==> config.mk <==
export PLATFORM = sky130hd
export DESIGN_NAME = lc3_ctrl_fsm
export DESIGN_NICKNAME = d
export VERILOG_FILES = /design/src/rtl/lc3_ctrl_pkg.sv /design/src/rtl/lc3_ctrl_decode.sv /design/src/rtl/lc3_ctrl_fsm.sv
export SDC_FILE = /design/constraint.sdc
export NUM_CORES = 1
export LEC_CHECK = 0
export ABC_AREA = 0
export CAP_MARGIN = 10
export CORE_MARGIN = 2
export CORE_UTILIZATION = 30
export CTS_BUF_LIST = sky130_fd_sc_hd__clkbuf_4
export DETAILED_ROUTE_END_ITERATION = 10
export PLACE_DENSITY = 0.62
export REMOVE_ABC_BUFFERS = 1
export SLEW_MARGIN = 25
export SYNTH_ARGS = -nofsm -noshare
export SYNTH_HDL_FRONTEND = slang
export SYNTH_SLANG_ARGS = --single-unit
export TNS_END_PERCENT = 50
==> constraint.sdc <==
create_clock -name clk -period 7.4 [get_ports clk]
set_input_delay 1.11 -clock clk [delete_from_list [all_inputs] [get_ports clk]]
set_output_delay 1.11 -clock clk [all_outputs]
set_load 0.01 [all_outputs]
==> src/rtl/lc3_ctrl_pkg.sv <==
// Shared types for the LC-3 control unit: state codes, opcodes,
// datapath mux encodings and the packed control word.
package lc3_ctrl_pkg;

  typedef enum logic [5:0] {
    S_BR     = 6'd0,
    S_ADD    = 6'd1,
    S_LD_A   = 6'd2,
    S_ST_A   = 6'd3,
    S_AND    = 6'd5,
    S_NOT    = 6'd9,
    S_JMP    = 6'd12,
    S_LEA    = 6'd14,
    S_ST_M   = 6'd16,
    S_FETCH0 = 6'd18,
    S_BR_T   = 6'd22,
    S_ST_D   = 6'd23,
    S_LD_M   = 6'd25,
    S_LD_W   = 6'd27,
    S_DECODE = 6'd32,
    S_FETCH1 = 6'd33,
    S_FETCH2 = 6'd35,
    S_HALT   = 6'd62,
    S_INIT   = 6'd63
  } state_t;

  localparam logic [3:0] OP_BR  = 4'b0000;
  localparam logic [3:0] OP_ADD = 4'b0001;
  localparam logic [3:0] OP_LD  = 4'b0010;
  localparam logic [3:0] OP_ST  = 4'b0011;
  localparam logic [3:0] OP_AND = 4'b0101;
  localparam logic [3:0] OP_NOT = 4'b1001;
  localparam logic [3:0] OP_JMP = 4'b1100;
  localparam logic [3:0] OP_LEA = 4'b1110;

  localparam logic [1:0] SR1_IR11_9 = 2'b00;
  localparam logic [1:0] SR1_IR8_6  = 2'b01;
  localparam logic [1:0] SR1_R6     = 2'b10;

  localparam logic [1:0] PC_PLUS1 = 2'b00;
  localparam logic [1:0] PC_BUS   = 2'b01;
  localparam logic [1:0] PC_ADDER = 2'b10;

  localparam logic [1:0] DR_IR11_9 = 2'b00;

  localparam logic       ADDR1_PC    = 1'b0;
  localparam logic       ADDR1_BASER = 1'b1;

  localparam logic [1:0] A2_ZERO     = 2'b00;
  localparam logic [1:0] A2_OFF6     = 2'b01;
  localparam logic [1:0] A2_PCOFF9   = 2'b10;
  localparam logic [1:0] A2_PCOFF11  = 2'b11;

  localparam logic       MARMUX_ZEXT  = 1'b0;
  localparam logic       MARMUX_ADDER = 1'b1;

  localparam logic [1:0] ALUK_ADD   = 2'b00;
  localparam logic [1:0] ALUK_AND   = 2'b01;
  localparam logic [1:0] ALUK_NOT   = 2'b10;
  localparam logic [1:0] ALUK_PASSA = 2'b11;

  typedef struct packed {
    logic       ld_mar;
    logic       ld_mdr;
    logic       ld_ir;
    logic       ld_ben;
    logic       ld_reg;
    logic       ld_cc;
    logic       ld_pc;
    logic       gate_pc;
    logic       gate_mdr;
    logic       gate_alu;
    logic       gate_marmux;
    logic [1:0] pcmux;
    logic [1:0] drmux;
    logic [1:0] sr1mux;
    logic       addr1mux;
    logic [1:0] addr2mux;
    logic       marmux;
    logic [1:0] aluk;
    logic       mio_en;
    logic       r_w;
    logic       halted;
  } ctrl_t;

  localparam ctrl_t CTRL_NONE = '0;

  function automatic logic is_mem_wait(input state_t s);
    return (s == S_FETCH1) || (s == S_LD_M) || (s == S_ST_M);
  endfunction

  function automatic state_t dispatch(input logic [3:0] op);
    case (op)
      OP_ADD:  return S_ADD;
      OP_AND:  return S_AND;
      OP_NOT:  return S_NOT;
      OP_LEA:  return S_LEA;
      OP_LD:   return S_LD_A;
      OP_ST:   return S_ST_A;
      OP_BR:   return S_BR;
      OP_JMP:  return S_JMP;
      default: return S_HALT;
    endcase
  endfunction

endpackage

==> src/rtl/lc3_ctrl_decode.sv <==
// Combinational state -> control-word decode. The FSM feeds it the next
// state so the control word can be registered alongside the state.
module lc3_ctrl_decode
  import lc3_ctrl_pkg::*;
(
  input  state_t state_s,
  output ctrl_t  ctrl_s
);

  // Moore decode: every field is a function of the state code alone.
  always_comb begin
    ctrl_s = CTRL_NONE;
    case (state_s)
      S_FETCH0: begin
        ctrl_s.ld_mar  = 1'b1;
        ctrl_s.gate_pc = 1'b1;
        ctrl_s.ld_pc   = 1'b1;
        ctrl_s.pcmux   = PC_PLUS1;
      end
      S_FETCH1: begin
        ctrl_s.mio_en = 1'b1;
        ctrl_s.ld_mdr = 1'b1;
        ctrl_s.r_w    = 1'b0;
      end
      S_FETCH2: begin
        ctrl_s.gate_mdr = 1'b1;
        ctrl_s.ld_ir    = 1'b1;
      end
      S_DECODE: begin
        ctrl_s.ld_ben = 1'b1;
      end
      // Operand 2 (register vs imm5) is picked in the datapath from ir[5].
      S_ADD, S_AND, S_NOT: begin
        ctrl_s.sr1mux   = SR1_IR8_6;
        ctrl_s.drmux    = DR_IR11_9;
        ctrl_s.gate_alu = 1'b1;
        ctrl_s.ld_reg   = 1'b1;
        ctrl_s.ld_cc    = 1'b1;
        ctrl_s.aluk     = (state_s == S_ADD) ? ALUK_ADD :
                          (state_s == S_AND) ? ALUK_AND : ALUK_NOT;
      end
      S_LEA: begin
        ctrl_s.addr1mux    = ADDR1_PC;
        ctrl_s.addr2mux    = A2_PCOFF9;
        ctrl_s.marmux      = MARMUX_ADDER;
        ctrl_s.gate_marmux = 1'b1;
        ctrl_s.drmux       = DR_IR11_9;
        ctrl_s.ld_reg      = 1'b1;
      end
      S_LD_A, S_ST_A: begin
        ctrl_s.sr1mux      = SR1_IR8_6;
        ctrl_s.addr1mux    = ADDR1_PC;
        ctrl_s.addr2mux    = A2_PCOFF9;
        ctrl_s.marmux      = MARMUX_ADDER;
        ctrl_s.gate_marmux = 1'b1;
        ctrl_s.ld_mar      = 1'b1;
      end
      S_LD_M: begin
        ctrl_s.mio_en = 1'b1;
        ctrl_s.ld_mdr = 1'b1;
      end
      S_LD_W: begin
        ctrl_s.gate_mdr = 1'b1;
        ctrl_s.drmux    = DR_IR11_9;
        ctrl_s.ld_reg   = 1'b1;
        ctrl_s.ld_cc    = 1'b1;
      end
      // Store data is the SR register passed straight through the ALU.
      S_ST_D: begin
        ctrl_s.sr1mux   = SR1_IR11_9;
        ctrl_s.aluk     = ALUK_PASSA;
        ctrl_s.gate_alu = 1'b1;
        ctrl_s.ld_mdr   = 1'b1;
      end
      S_ST_M: begin
        ctrl_s.mio_en = 1'b1;
        ctrl_s.r_w    = 1'b1;
      end
      S_BR_T: begin
        ctrl_s.addr1mux = ADDR1_PC;
        ctrl_s.addr2mux = A2_PCOFF9;
        ctrl_s.pcmux    = PC_ADDER;
        ctrl_s.ld_pc    = 1'b1;
      end
      S_JMP: begin
        ctrl_s.sr1mux   = SR1_IR8_6;
        ctrl_s.addr1mux = ADDR1_BASER;
        ctrl_s.addr2mux = A2_ZERO;
        ctrl_s.pcmux    = PC_ADDER;
        ctrl_s.ld_pc    = 1'b1;
      end
      S_HALT: begin
        ctrl_s.halted = 1'b1;
      end
      S_BR, S_INIT: begin
        ctrl_s = CTRL_NONE;
      end
      default: begin
        ctrl_s = CTRL_NONE;
      end
    endcase
  end

endmodule

==> src/rtl/lc3_ctrl_fsm.sv <==
// LC-3 control unit: sequencing, memory-wait timeout and a registered
// control word that changes in lockstep with the state register.
module lc3_ctrl_fsm
  import lc3_ctrl_pkg::*;
#(
  parameter int MEM_TIMEOUT = 255,
  parameter int CNT_W       = 8
)(
  input  logic        clk,
  input  logic        reset,
  input  logic [15:0] ir,
  input  logic        ben,
  input  logic        mem_r,
  output logic        ld_mar,
  output logic        ld_mdr,
  output logic        ld_ir,
  output logic        ld_ben,
  output logic        ld_reg,
  output logic        ld_cc,
  output logic        ld_pc,
  output logic        gate_pc,
  output logic        gate_mdr,
  output logic        gate_alu,
  output logic        gate_marmux,
  output logic [1:0]  pcmux,
  output logic [1:0]  drmux,
  output logic [1:0]  sr1mux,
  output logic        addr1mux,
  output logic [1:0]  addr2mux,
  output logic        marmux,
  output logic [1:0]  aluk,
  output logic        mio_en,
  output logic        r_w,
  output logic        halted,
  output logic        mem_err,
  output logic [5:0]  state_dbg
);

  localparam logic           TIMEOUT_EN = (MEM_TIMEOUT > 0);
  localparam logic [CNT_W:0] LIMIT      = (CNT_W+1)'(MEM_TIMEOUT);

  state_t           state_r;
  state_t           nxt_state_s;
  ctrl_t            ctrl_r;
  ctrl_t            ctrl_nxt_s;
  logic [CNT_W-1:0] cnt_r;
  logic [CNT_W:0]   cnt_inc_s;
  logic             wait_s;
  logic             timeout_hit_s;
  logic             mem_err_r;
  logic             unused_ir_s;

  // Only the opcode steers sequencing; operand fields are consumed by the datapath.
  assign unused_ir_s = ^ir[11:0];

  assign cnt_inc_s = {1'b0, cnt_r} + {{CNT_W{1'b0}}, 1'b1};

  // Timeout fires on the cycle the wait count would reach the limit with no ready.
  always_comb begin
    wait_s = is_mem_wait(state_r);
    if (TIMEOUT_EN && wait_s && !mem_r && (cnt_inc_s == LIMIT)) begin
      timeout_hit_s = 1'b1;
    end else begin
      timeout_hit_s = 1'b0;
    end
  end

  // Next-state selection; memory completion takes priority over timeout.
  always_comb begin
    nxt_state_s = state_r;
    case (state_r)
      S_INIT:   nxt_state_s = S_FETCH0;
      S_FETCH0: nxt_state_s = S_FETCH1;
      S_FETCH1: begin
        if (mem_r)              nxt_state_s = S_FETCH2;
        else if (timeout_hit_s) nxt_state_s = S_HALT;
        else                    nxt_state_s = S_FETCH1;
      end
      S_FETCH2: nxt_state_s = S_DECODE;
      S_DECODE: nxt_state_s = dispatch(ir[15:12]);
      S_ADD, S_AND, S_NOT, S_LEA, S_JMP, S_LD_W, S_BR_T:
                nxt_state_s = S_FETCH0;
      S_LD_A:   nxt_state_s = S_LD_M;
      S_LD_M: begin
        if (mem_r)              nxt_state_s = S_LD_W;
        else if (timeout_hit_s) nxt_state_s = S_HALT;
        else                    nxt_state_s = S_LD_M;
      end
      S_ST_A:   nxt_state_s = S_ST_D;
      S_ST_D:   nxt_state_s = S_ST_M;
      S_ST_M: begin
        if (mem_r)              nxt_state_s = S_FETCH0;
        else if (timeout_hit_s) nxt_state_s = S_HALT;
        else                    nxt_state_s = S_ST_M;
      end
      S_BR: begin
        if (ben) nxt_state_s = S_BR_T;
        else     nxt_state_s = S_FETCH0;
      end
      S_HALT:   nxt_state_s = S_HALT;
      default:  nxt_state_s = S_HALT;
    endcase
  end

  lc3_ctrl_decode u_decode (
    .state_s (nxt_state_s),
    .ctrl_s  (ctrl_nxt_s)
  );

  // State, wait counter, sticky timeout flag and registered control word.
  always_ff @(posedge clk or posedge reset) begin
    if (reset) begin
      state_r   <= S_INIT;
      ctrl_r    <= CTRL_NONE;
      cnt_r     <= '0;
      mem_err_r <= 1'b0;
    end else begin
      state_r <= nxt_state_s;
      ctrl_r  <= ctrl_nxt_s;
      if (wait_s && !mem_r && !timeout_hit_s) begin
        cnt_r <= cnt_inc_s[CNT_W-1:0];
      end else begin
        cnt_r <= '0;
      end
      if (timeout_hit_s) begin
        mem_err_r <= 1'b1;
      end
    end
  end

  assign ld_mar      = ctrl_r.ld_mar;
  assign ld_mdr      = ctrl_r.ld_mdr;
  assign ld_ir       = ctrl_r.ld_ir;
  assign ld_ben      = ctrl_r.ld_ben;
  assign ld_reg      = ctrl_r.ld_reg;
  assign ld_cc       = ctrl_r.ld_cc;
  assign ld_pc       = ctrl_r.ld_pc;
  assign gate_pc     = ctrl_r.gate_pc;
  assign gate_mdr    = ctrl_r.gate_mdr;
  assign gate_alu    = ctrl_r.gate_alu;
  assign gate_marmux = ctrl_r.gate_marmux;
  assign pcmux       = ctrl_r.pcmux;
  assign drmux       = ctrl_r.drmux;
  assign sr1mux      = ctrl_r.sr1mux;
  assign addr1mux    = ctrl_r.addr1mux;
  assign addr2mux    = ctrl_r.addr2mux;
  assign marmux      = ctrl_r.marmux;
  assign aluk        = ctrl_r.aluk;
  assign mio_en      = ctrl_r.mio_en;
  assign r_w         = ctrl_r.r_w;
  assign halted      = ctrl_r.halted;
  assign mem_err     = mem_err_r;
  assign state_dbg   = state_r;

endmodule
==> metrics.cfg, run 1 <==
[outcome]
outcome=finished clean

[clock_tree]
cts_resized=0
htreeDepth=2
max-clock-path-buffers=2
clock_sinks=35
cts_made_buffers=5
clk_pin_slew_ns=0.10
cts_hold_buf=0
cts_tree=yes
cts_root_buf=clkbuf_4
clkLatencyLatePin_ns=0.33
postCtsSetupBuffers=0

[power_and_ir_drop]
combPwrFrac=0.328
total_power_uw=586
p_leak_uw=0.00103
power.share.switching=0.360
switching_power_uw=211
clock_power_share=0.236
powerDensity_mw_per_mm2=227
p_int_uw=375
ir_drop_v=0.0000758
p_seq_frac=0.435

[worst_setup_path]
regToRegSetupSlack_ns=4.35
startpoint_type=primary input
cp_cell_sequence=clkdlybuf4s50_1 > xnor2_1 > a211oi_1 > nor2_1 > a21oi_1 > nand3_2 > or3_4 > o31ai_2
cp_max_fo=11
slowest_stage=clkdlybuf4s50_1
cpPeakStageDelay_ns=0.61
worst_ep_required_time_ns=7.63
worstPathArrival_ns=3.39
critical_path.top_delay_family=simple AND/OR/NAND/NOR gates
cp_num_buf_inv=1
cp-end-kind=register
worstSetupPathType=primary input to register

[detailed_routing]
drt_iter0_markers=157
drc=0
drt_wl_total_um=4700
ant_nets=0
wire_per_inst_um=13.6
num_vias=1662
firstDrtPassIters=4
vias_per_cell=4.83

[synth]
ys_types=66
synth_enable_flop_cells=0
synth_top_area_frac=0.338
yosys_warnings=0
ys_seq_elements=35
synth_most_common_cell=dfrtp_1
yosys_most_used_dff=dfrtp_1
seq_area_frac_synth=0.411
synthTopCellsByCount=dfrtp_1 (29), nor2_1 (22), nand2_1 (18)
syn_area_mm2=0.00215
synth_top_area_cell=dfrtp_1
synthTopCellsByArea=dfrtp_1 (34%), dfstp_2 (7.3%), nor2_1 (3.8%), nand2_1 (3.1%), buf_6 (2.6%)
ys_async_sr_fraction=1.00
postSynthCellCount=219
syn-mean-instance-area_um2=9.82

[global_route]
grt_pass1_wl_um=7390
grt_max_degree=36
grt_pass1_vias=1488
grt_util_all_layers=0.123
grt_remaining_overflow=0
antenna_found_initial=0

[job]
drv_cap=0

[sta]
tightest_slew_ns=0.718
fmax_mhz=317
fin_crit_ns=3.16
finalMaxSlewViolations=0
slew_headroom=0.521
fin_skew_ns=0.0169
period_share=0.427
finalSetupViolations=0
setup_tns_ns=0
hold_viol=0
grt_setup_unrepaired=no

[die]
die_h_um=88.6
dieArea_mm2=0.00786
rows=30
core-area_mm2=0.00687
initial_core_util=0.313
pin_count=53
die_x_um=88.6

[finish]
final_cell_count_no_fill=344
area_growth_pct=20.3
top_register=cnt_r
num_antenna_cells=0
drive_above_1_share=0.141
final_nets=269
fillers=673
largest_reg_flops=8

[placed_design]
hpwlAfterDp_um=3260
place_congestion=0.764
placement.io_buffers=35
place_inst=336

[hold_path]
hp-class=register to register

worst register-to-register path, stage by stage, from the launching register on:
cell,delay (ns)
dfstp_2,0.87
nand2_1,0.17
o311ai_2,0.34
a2111oi_4,0.12
a41oi_2,0.48
nand3_2,0.33
or3_4,0.47
o31ai_2,0.19
final timing paths:
| kind | endpoint | from | cells past startpoint |
|---|---|---|---|
| max in group asynchronous | state_dbg[5] | reset | 3 |
| min reg2reg | mem_err | mem_err | 1 |
| max | aluk[1] | ir[14] | 8 |
| min in group asynchronous | gate_alu | reset | 3 |
| max reg2reg | aluk[1] | state_dbg[0] | 7 |
| min | mem_err | mem_err | 1 |
final cells by class:
class                           instances  area, µm²  share of cell area
Inverter                                8       30.0              0.0116
Clock inverter                          2       37.5              0.0145
Multi-Input combinational cell        161       1110               0.430
Tap cell                               96        120              0.0465
Timing Repair Buffer                   36        358               0.138
Sequential cell                        35        883               0.342
Clock buffer                            6       45.0              0.0174
kinds of logic after synthesis:
| logic type | Yosys count | synth area share |
|---|---|---|
| multiplexers | 3 | 0.0146 |
| XOR/XNOR | 8 | 0.0326 |
| flip-flops | 35 | 0.411 |
| buffers and inverters | 27 | 0.0792 |
| AO/OA/AOI/OAI | 46 | 0.190 |
| other | 1 | 0.00174 |
| AND/OR/NAND/NOR | 97 | 0.259 |
| adder cells (fa/ha/maj) | 2 | 0.0116 |
cells in the final DEF (no fill, tap or decap), types with 2 or more instances in the layout:
cell type	netlist	layout
nand2b_1	3	3
nor3b_1	2	2
dfstp_2	6	6
a211o_1	3	3
nor2b_1	5	5
dfrtp_1	29	29
nand3b_1	2	2
a2111oi_4	2	2
xnor2_1	5	5
conb_1	1	5
nand3_2	2	2
and4_1	2	2
or3_1	3	3
nor3_1	5	5
a21o_1	2	2
xor2_1	3	3
a211oi_1	3	3
nand4_1	6	6
clkbuf_4	0	6
clkdlybuf4s50_1	0	35
nor2_1	22	22
inv_1	7	7
nand2_1	18	18
o21ai_0	6	6
o211ai_1	2	2
a21oi_1	10	10
o21ai_1	2	2
ha_1	2	2
mux2i_1	2	2
nand3_1	11	11
per-layer routing:
metal / wire length, µm / track usage / vias up
met5: 0 / 0 / -
met4: 75 / 0.0441 / 0
met3: 189 / 0.0261 / 6
met2: 2230 / 0.197 / 36
met1: 2200 / 0.163 / 792
li1: - / - / 828
stage by stage:
stage          area [µm²]  utilization  setup slack (ns)  hold slack [ns]
3_3_place_gp         2500        0.364              3.95            0.453
6_report             2580        0.376              4.24            0.492
4_1_cts              2580        0.376              4.26            0.483
2_1_floorplan        2020            -              4.67            0.467
3_5_place_dp         2500        0.364              3.93            0.460
5_1_grt              2580        0.376              4.13            0.511
power groups by stage:
| stage | sequential (µW) | clock (µW) | combinational (µW) |
|---|---|---|---|
| floorplan | 256 | 0 | 121 |
| global placement | 259 | 0 | 189 |
| detailed placement | 259 | 0 | 192 |
| CTS | 255 | 143 | 192 |
| global route | 260 | 155 | 207 |
| finish | 255 | 139 | 193 |
Note: power is estimated with default switching activity, not from simulation.
==> inputs of run 2 (changes only) <==
Clock period 7.4 ns to 3.3 ns, I/O delays scaled along.
==> metrics.cfg, run 2 (synthesis gave the netlist of run 1 again) <==
[outcome]
outcome=finished clean

[worst_setup_path]
worst_ep_required_time_ns=3.53  ; -4.10 ns
slowest_stage=dfstp_2
startpoint_type=register
critical_path.top_delay_family=compound AO/OA/AOI/OAI gates
cpPeakStageDelay_ns=0.69  ; +0.08 ns
cp_num_buf_inv=1  ; unchanged
cp_cell_sequence=or2b_1 > o211a_1 > o2111a_1 > a2111oi_4 > inv_2 > a22oi_2 > o31ai_1
worstSetupPathType=register to register
cp_max_fo=14  ; +3
cp-end-kind=register
worstPathArrival_ns=2.92  ; -0.47 ns

[detailed_routing]
drt_wl_total_um=4560  ; -2.9%
vias_per_cell=4.86  ; +0.63%
firstDrtPassIters=4  ; unchanged
wire_per_inst_um=13.1  ; -4.1%
drc=0  ; unchanged
num_vias=1692  ; +1.8%
ant_nets=0  ; unchanged
drt_iter0_markers=129  ; -18%

[power_and_ir_drop]
powerDensity_mw_per_mm2=481  ; +110%
ir_drop_v=0.000151  ; +99%
p_leak_uw=0.00103  ; +0.53%

[clock_tree]
clock_sinks=35  ; unchanged
max-clock-path-buffers=2  ; unchanged
postCtsSetupBuffers=0  ; unchanged
clkLatencyLatePin_ns=0.35  ; +0.02 ns
cts_hold_buf=0  ; unchanged
cts_tree=yes
clk_pin_slew_ns=0.11  ; about the same
cts_resized=0  ; unchanged
cts_root_buf=clkbuf_4
cts_made_buffers=5  ; unchanged
htreeDepth=2  ; unchanged

[placed_design]
hpwlAfterDp_um=3280  ; +0.89%
place_congestion=0.816  ; +6.8%
placement.io_buffers=35  ; unchanged
place_inst=340  ; +1.2%
dpl_worst_slack_ns=0.466  ; -3.46 ns

[global_route]
grt_pass1_vias=1507  ; +1.3%
grt_pass1_wl_um=7320  ; -0.93%
grt_remaining_overflow=0  ; unchanged
grt_util_all_layers=0.122  ; -0.000463
grt_max_degree=36  ; unchanged
antenna_found_initial=0  ; unchanged

[sta]
hold_viol=0  ; unchanged
grt_setup_unrepaired=no
fmax_mhz=372
fin_skew_ns=0.0118  ; -0.00509 ns
finalMaxSlewViolations=0  ; unchanged
setup_tns_ns=0  ; unchanged
setup_ws_ns=0.612  ; -3.63 ns
fin_crit_ns=2.69
tightest_slew_ns=0.660  ; -0.0586 ns
finalSetupViolations=0  ; unchanged
slew_headroom=0.560  ; +0.0391
period_share=0.814

[die]
dieArea_mm2=0.00786  ; unchanged
pin_count=53  ; unchanged
core-area_mm2=0.00687  ; unchanged
die_x_um=88.6  ; unchanged
die_h_um=88.6  ; unchanged
rows=30  ; unchanged
initial_core_util=0.313  ; unchanged

[finish]
top_register=cnt_r
num_antenna_cells=0  ; unchanged
final_cell_count_no_fill=348  ; +1.2%
area_growth_pct=20.5
layout_commonest_cell=clkdlybuf4s50_1
layout_common_cells=clkdlybuf4s50_1 (35), dfrtp_1 (29), nor2_1 (22)
drive_above_1_share=0.151  ; +0.00966
final_nets=273  ; +1.5%
final_core_utilization=0.377  ; +0.000728
largest_reg_flops=8  ; unchanged

[job]
drv_cap=0  ; unchanged

[hold_path]
hp-class=register to register

## run 2: changes by cell type in the layout (fill, tap and decap cells not counted), sizes merged
| cell | before | now |
|---|---|---|
| buf | 1 | 5 |
| clkinv | 0 | 2 |
| bufinv | 1 | 0 |
| clkbuf | 6 | 5 |
## run 2: final timing paths
check	start	endpoint	slack [ns]	cells after the start
worst max-delay path	state_dbg[4]	ld_mdr	0.61	7
worst min-delay path	mem_err	mem_err	0.49	1
worst max register to register	state_dbg[4]	ld_mdr	0.61	7
worst min register to register	mem_err	mem_err	0.49	1
max in group asynchronous	reset	state_dbg[2]	2.43	3
min in group asynchronous	reset	gate_alu	0.53	3
## run 2: per-stage QoR
stage | cell area, µm² | hold slack [ns] | power (µW)
after CTS | 2590 | 0.488 | 1260
after detailed placement | 2530 | 0.466 | 1020
after floorplan | 2020 | 0.467 | 846
final | 2590 | 0.488 | 1240
after global routing | 2590 | 0.499 | 1330
after global placement | 2530 | 0.456 | 1020
## run 2: power breakdown
group | internal, µW | switching [µW] | leakage, µW | total (µW)
Sequential | 481 | 75.6 | 0.000463 | 556
Combinational | 206 | 253 | 0.000541 | 458
Clock | 81.6 | 148 | 0.0000288 | 230
Total | 768 | 476 | 0.00103 | 1240
## run 2: cell type report
type | count | area (µm²)
repair buffers | 40 | 388
fillers | 672 | 4280
well taps | 96 | 120
multi-input cells | 161 | 1110
clock inverters | 3 | 20.0
clock buffers | 5 | 37.5
flip-flops and latches | 35 | 883
inverters | 8 | 30.0
## run 2: metal layers
layer	global-route usage	share of wire
met1	0.166	0.47
met2	0.191	0.48
met3	0.0280	0.030
met4	0.0413	0.014
met5	0	0
==> inputs of run 3 (changes only) <==
Settings changed: PLACE_DENSITY 0.62 to 0.64.
Clock period 3.3 ns to 2.24 ns, I/O delays scaled along.
==> metrics.cfg, run 3 (synthesis gave the netlist of run 1 again) <==
[outcome]
outcome=complete, but fails checks
violations=setup timing

[die]
core-area_mm2=0.00687  ; unchanged
initial_core_util=0.313  ; unchanged
rows=30  ; unchanged
die_x_um=88.6  ; unchanged
die_h_um=88.6  ; unchanged
pin_count=53  ; unchanged
dieArea_mm2=0.00786  ; unchanged

[finish]
drive_above_1_share=0.375  ; +0.224
layout_commonest_cell=buf_4
final_nets=336  ; +23%
final_core_utilization=0.464  ; +0.0871
area_growth_pct=48.3
final_cell_count_no_fill=411  ; +18%
layout_common_cells=buf_4 (63), clkdlybuf4s50_1 (35), dfrtp_1 (29)
top_register=cnt_r
largest_reg_flops=8  ; unchanged
stdcell_area_mm2=0.00319  ; +23%
num_antenna_cells=0  ; unchanged

[worst_setup_path]
reg2reg_depth=8  ; +1
regToRegEndpoint=aluk[1]
cp_num_buf_inv=1  ; unchanged
worst_ep_required_time_ns=2.50  ; -1.03 ns
cp_max_fo=8  ; -6
regToRegSetupSlack_ns=-0.07  ; -0.68 ns
slowest_stage=dfstp_2
r2r_start=state_dbg[0]
startpoint_type=register
worstSetupPathType=register to register
cp-end-kind=register
worstPathArrival_ns=2.57  ; -0.35 ns
critical_path.top_delay_family=compound AO/OA/AOI/OAI gates
cp_cell_sequence=buf_6 > nor2b_1 > mux2_1 > o311ai_1 > a41oi_4 > nand3_4 > or3_4 > o31ai_2
cpPeakStageDelay_ns=0.65  ; -0.04 ns

[detailed_routing]
num_vias=1983  ; +17%
drt_iter0_markers=135  ; +4.7%
firstDrtPassIters=4  ; unchanged
vias_per_cell=4.82  ; -0.77%
ant_nets=0  ; unchanged
wire_per_inst_um=13.3  ; +1.3%
drc=0  ; unchanged
drt_wl_total_um=5450  ; +20%

[clock_tree]
cts_hold_buf=0  ; unchanged
htreeDepth=2  ; unchanged
max-clock-path-buffers=2  ; unchanged
cts_root_buf=clkbuf_4
clock_sinks=35  ; unchanged
cts_made_buffers=5  ; unchanged
clk_pin_slew_ns=0.11  ; about the same
clkLatencyLatePin_ns=0.34  ; about the same
cts_tree=yes

[sta]
fin_crit_ns=2.31  ; -0.378 ns
finalSetupViolations=7  ; +7
period_share=1.03  ; +0.217
finalMaxSlewViolations=0  ; unchanged
fmax_mhz=433  ; +16%
grt_setup_unrepaired=yes
setup_tns_ns=-0.290  ; -0.290 ns
fin_skew_ns=0.00994  ; -0.00190 ns
setup_ws_ns=-0.0695  ; -0.682 ns
hold_viol=0  ; unchanged

[global_route]
antenna_found_initial=0  ; unchanged
grt_pass1_wl_um=8910  ; +22%
grt_max_degree=36  ; unchanged
grt_util_all_layers=0.148  ; +0.0259
grt_remaining_overflow=0  ; unchanged
grt_pass1_vias=1954  ; +30%

[job]
drv_cap=0  ; unchanged

[power_and_ir_drop]
powerDensity_mw_per_mm2=689  ; +43%
ir_drop_v=0.000449  ; +200%
p_leak_uw=0.00138  ; +33%

[placed_design]
place_area_mm2=0.00289  ; +14%
hpwlAfterDp_um=3930  ; +20%
place_congestion=0.874  ; +7.2%
placement.io_buffers=35  ; unchanged
dpl_worst_slack_ns=-0.233  ; -0.699 ns
place_inst=388  ; +14%

[hold_path]
hp-class=primary input to asynchronous set/reset pin

==> run 3: cell types whose count changed in the layout (fill, tap and decap cells not counted), moves of 2 or more <==
| cell | before | now |
|---|---|---|
| nand3_4 | 1 | 3 |
| ha_1 | 2 | 0 |
| buf_6 | 0 | 5 |
| ha_2 | 0 | 2 |
| clkbuf_4 | 5 | 7 |
| buf_4 | 5 | 63 |
==> run 3: timing repair <==
| item | CTS | global route |
|---|---|---|
| pin swaps | 6 | 9 |
| endpoints found under the hold margin | 0 | 0 |
| setup endpoints to repair | 17 | 18 |
| gates resized for setup | 12 | 17 |
| setup buffers | 8 | 7 |
==> run 3: worst reg2reg max path, cell delays in order, from the launching register on <==
cell and delay [ns]:
dfstp_2 0.65, buf_6 0.16, nor2b_1 0.07, mux2_1 0.20, o311ai_1 0.14, a41oi_4 0.36, nand3_4 0.11, or3_4 0.36
o31ai_2 0.18
==> run 3: worst max path at each step <==
stage            startpoint          end  slack, ns  depth (start not counted)
3_5_place_dp         ir[12]      aluk[1]      -0.23                          9
4_1_cts        state_dbg[4]       ld_reg      -0.09                          8
5_1_grt            cnt_r[0]  addr2mux[1]      -0.15                         12
2_1_floorplan  state_dbg[0]      aluk[1]      -0.38                          7
3_3_place_gp         ir[14]  addr2mux[1]      -0.17                         10
6_report       state_dbg[0]      aluk[1]      -0.07                          8
==> run 3: stage by stage <==
stage | hold slack [ns] | total power (µW)
3_5_place_dp | 0.462 | 1730
4_1_cts | 0.387 | 2170
3_3_place_gp | 0.468 | 1710
6_report | 0.377 | 2200
5_1_grt | 0.417 | 2340
2_1_floorplan | 0.467 | 1250
==> run 3: area by class of cell <==
| class | count | area [µm²] |
|---|---|---|
| clock buffer | 7 | 52.6 |
| clock inverter | 1 | 5.00 |
| fill | 646 | 3680 |
| inverter | 8 | 30.0 |
| multi-input combinational | 161 | 1220 |
| sequential | 35 | 883 |
| tap | 96 | 120 |
| timing repair buffer | 103 | 880 |
==> run 3: power by group <==
part           total [µW]  switching, µW  leakage [µW]  internal (µW)
clock                 355            208     0.0000361            146
sequential            773           66.0      0.000463            707
combinational        1070            523      0.000878            546
==> run 3: per-layer routing <==
metal	vias to the layer above	track usage	wire length (µm)
met5	-	0	0
met4	0	0.0579	135
met3	15	0.0410	231
met2	54	0.246	2730
met1	946	0.182	2360
li1	968	-	-
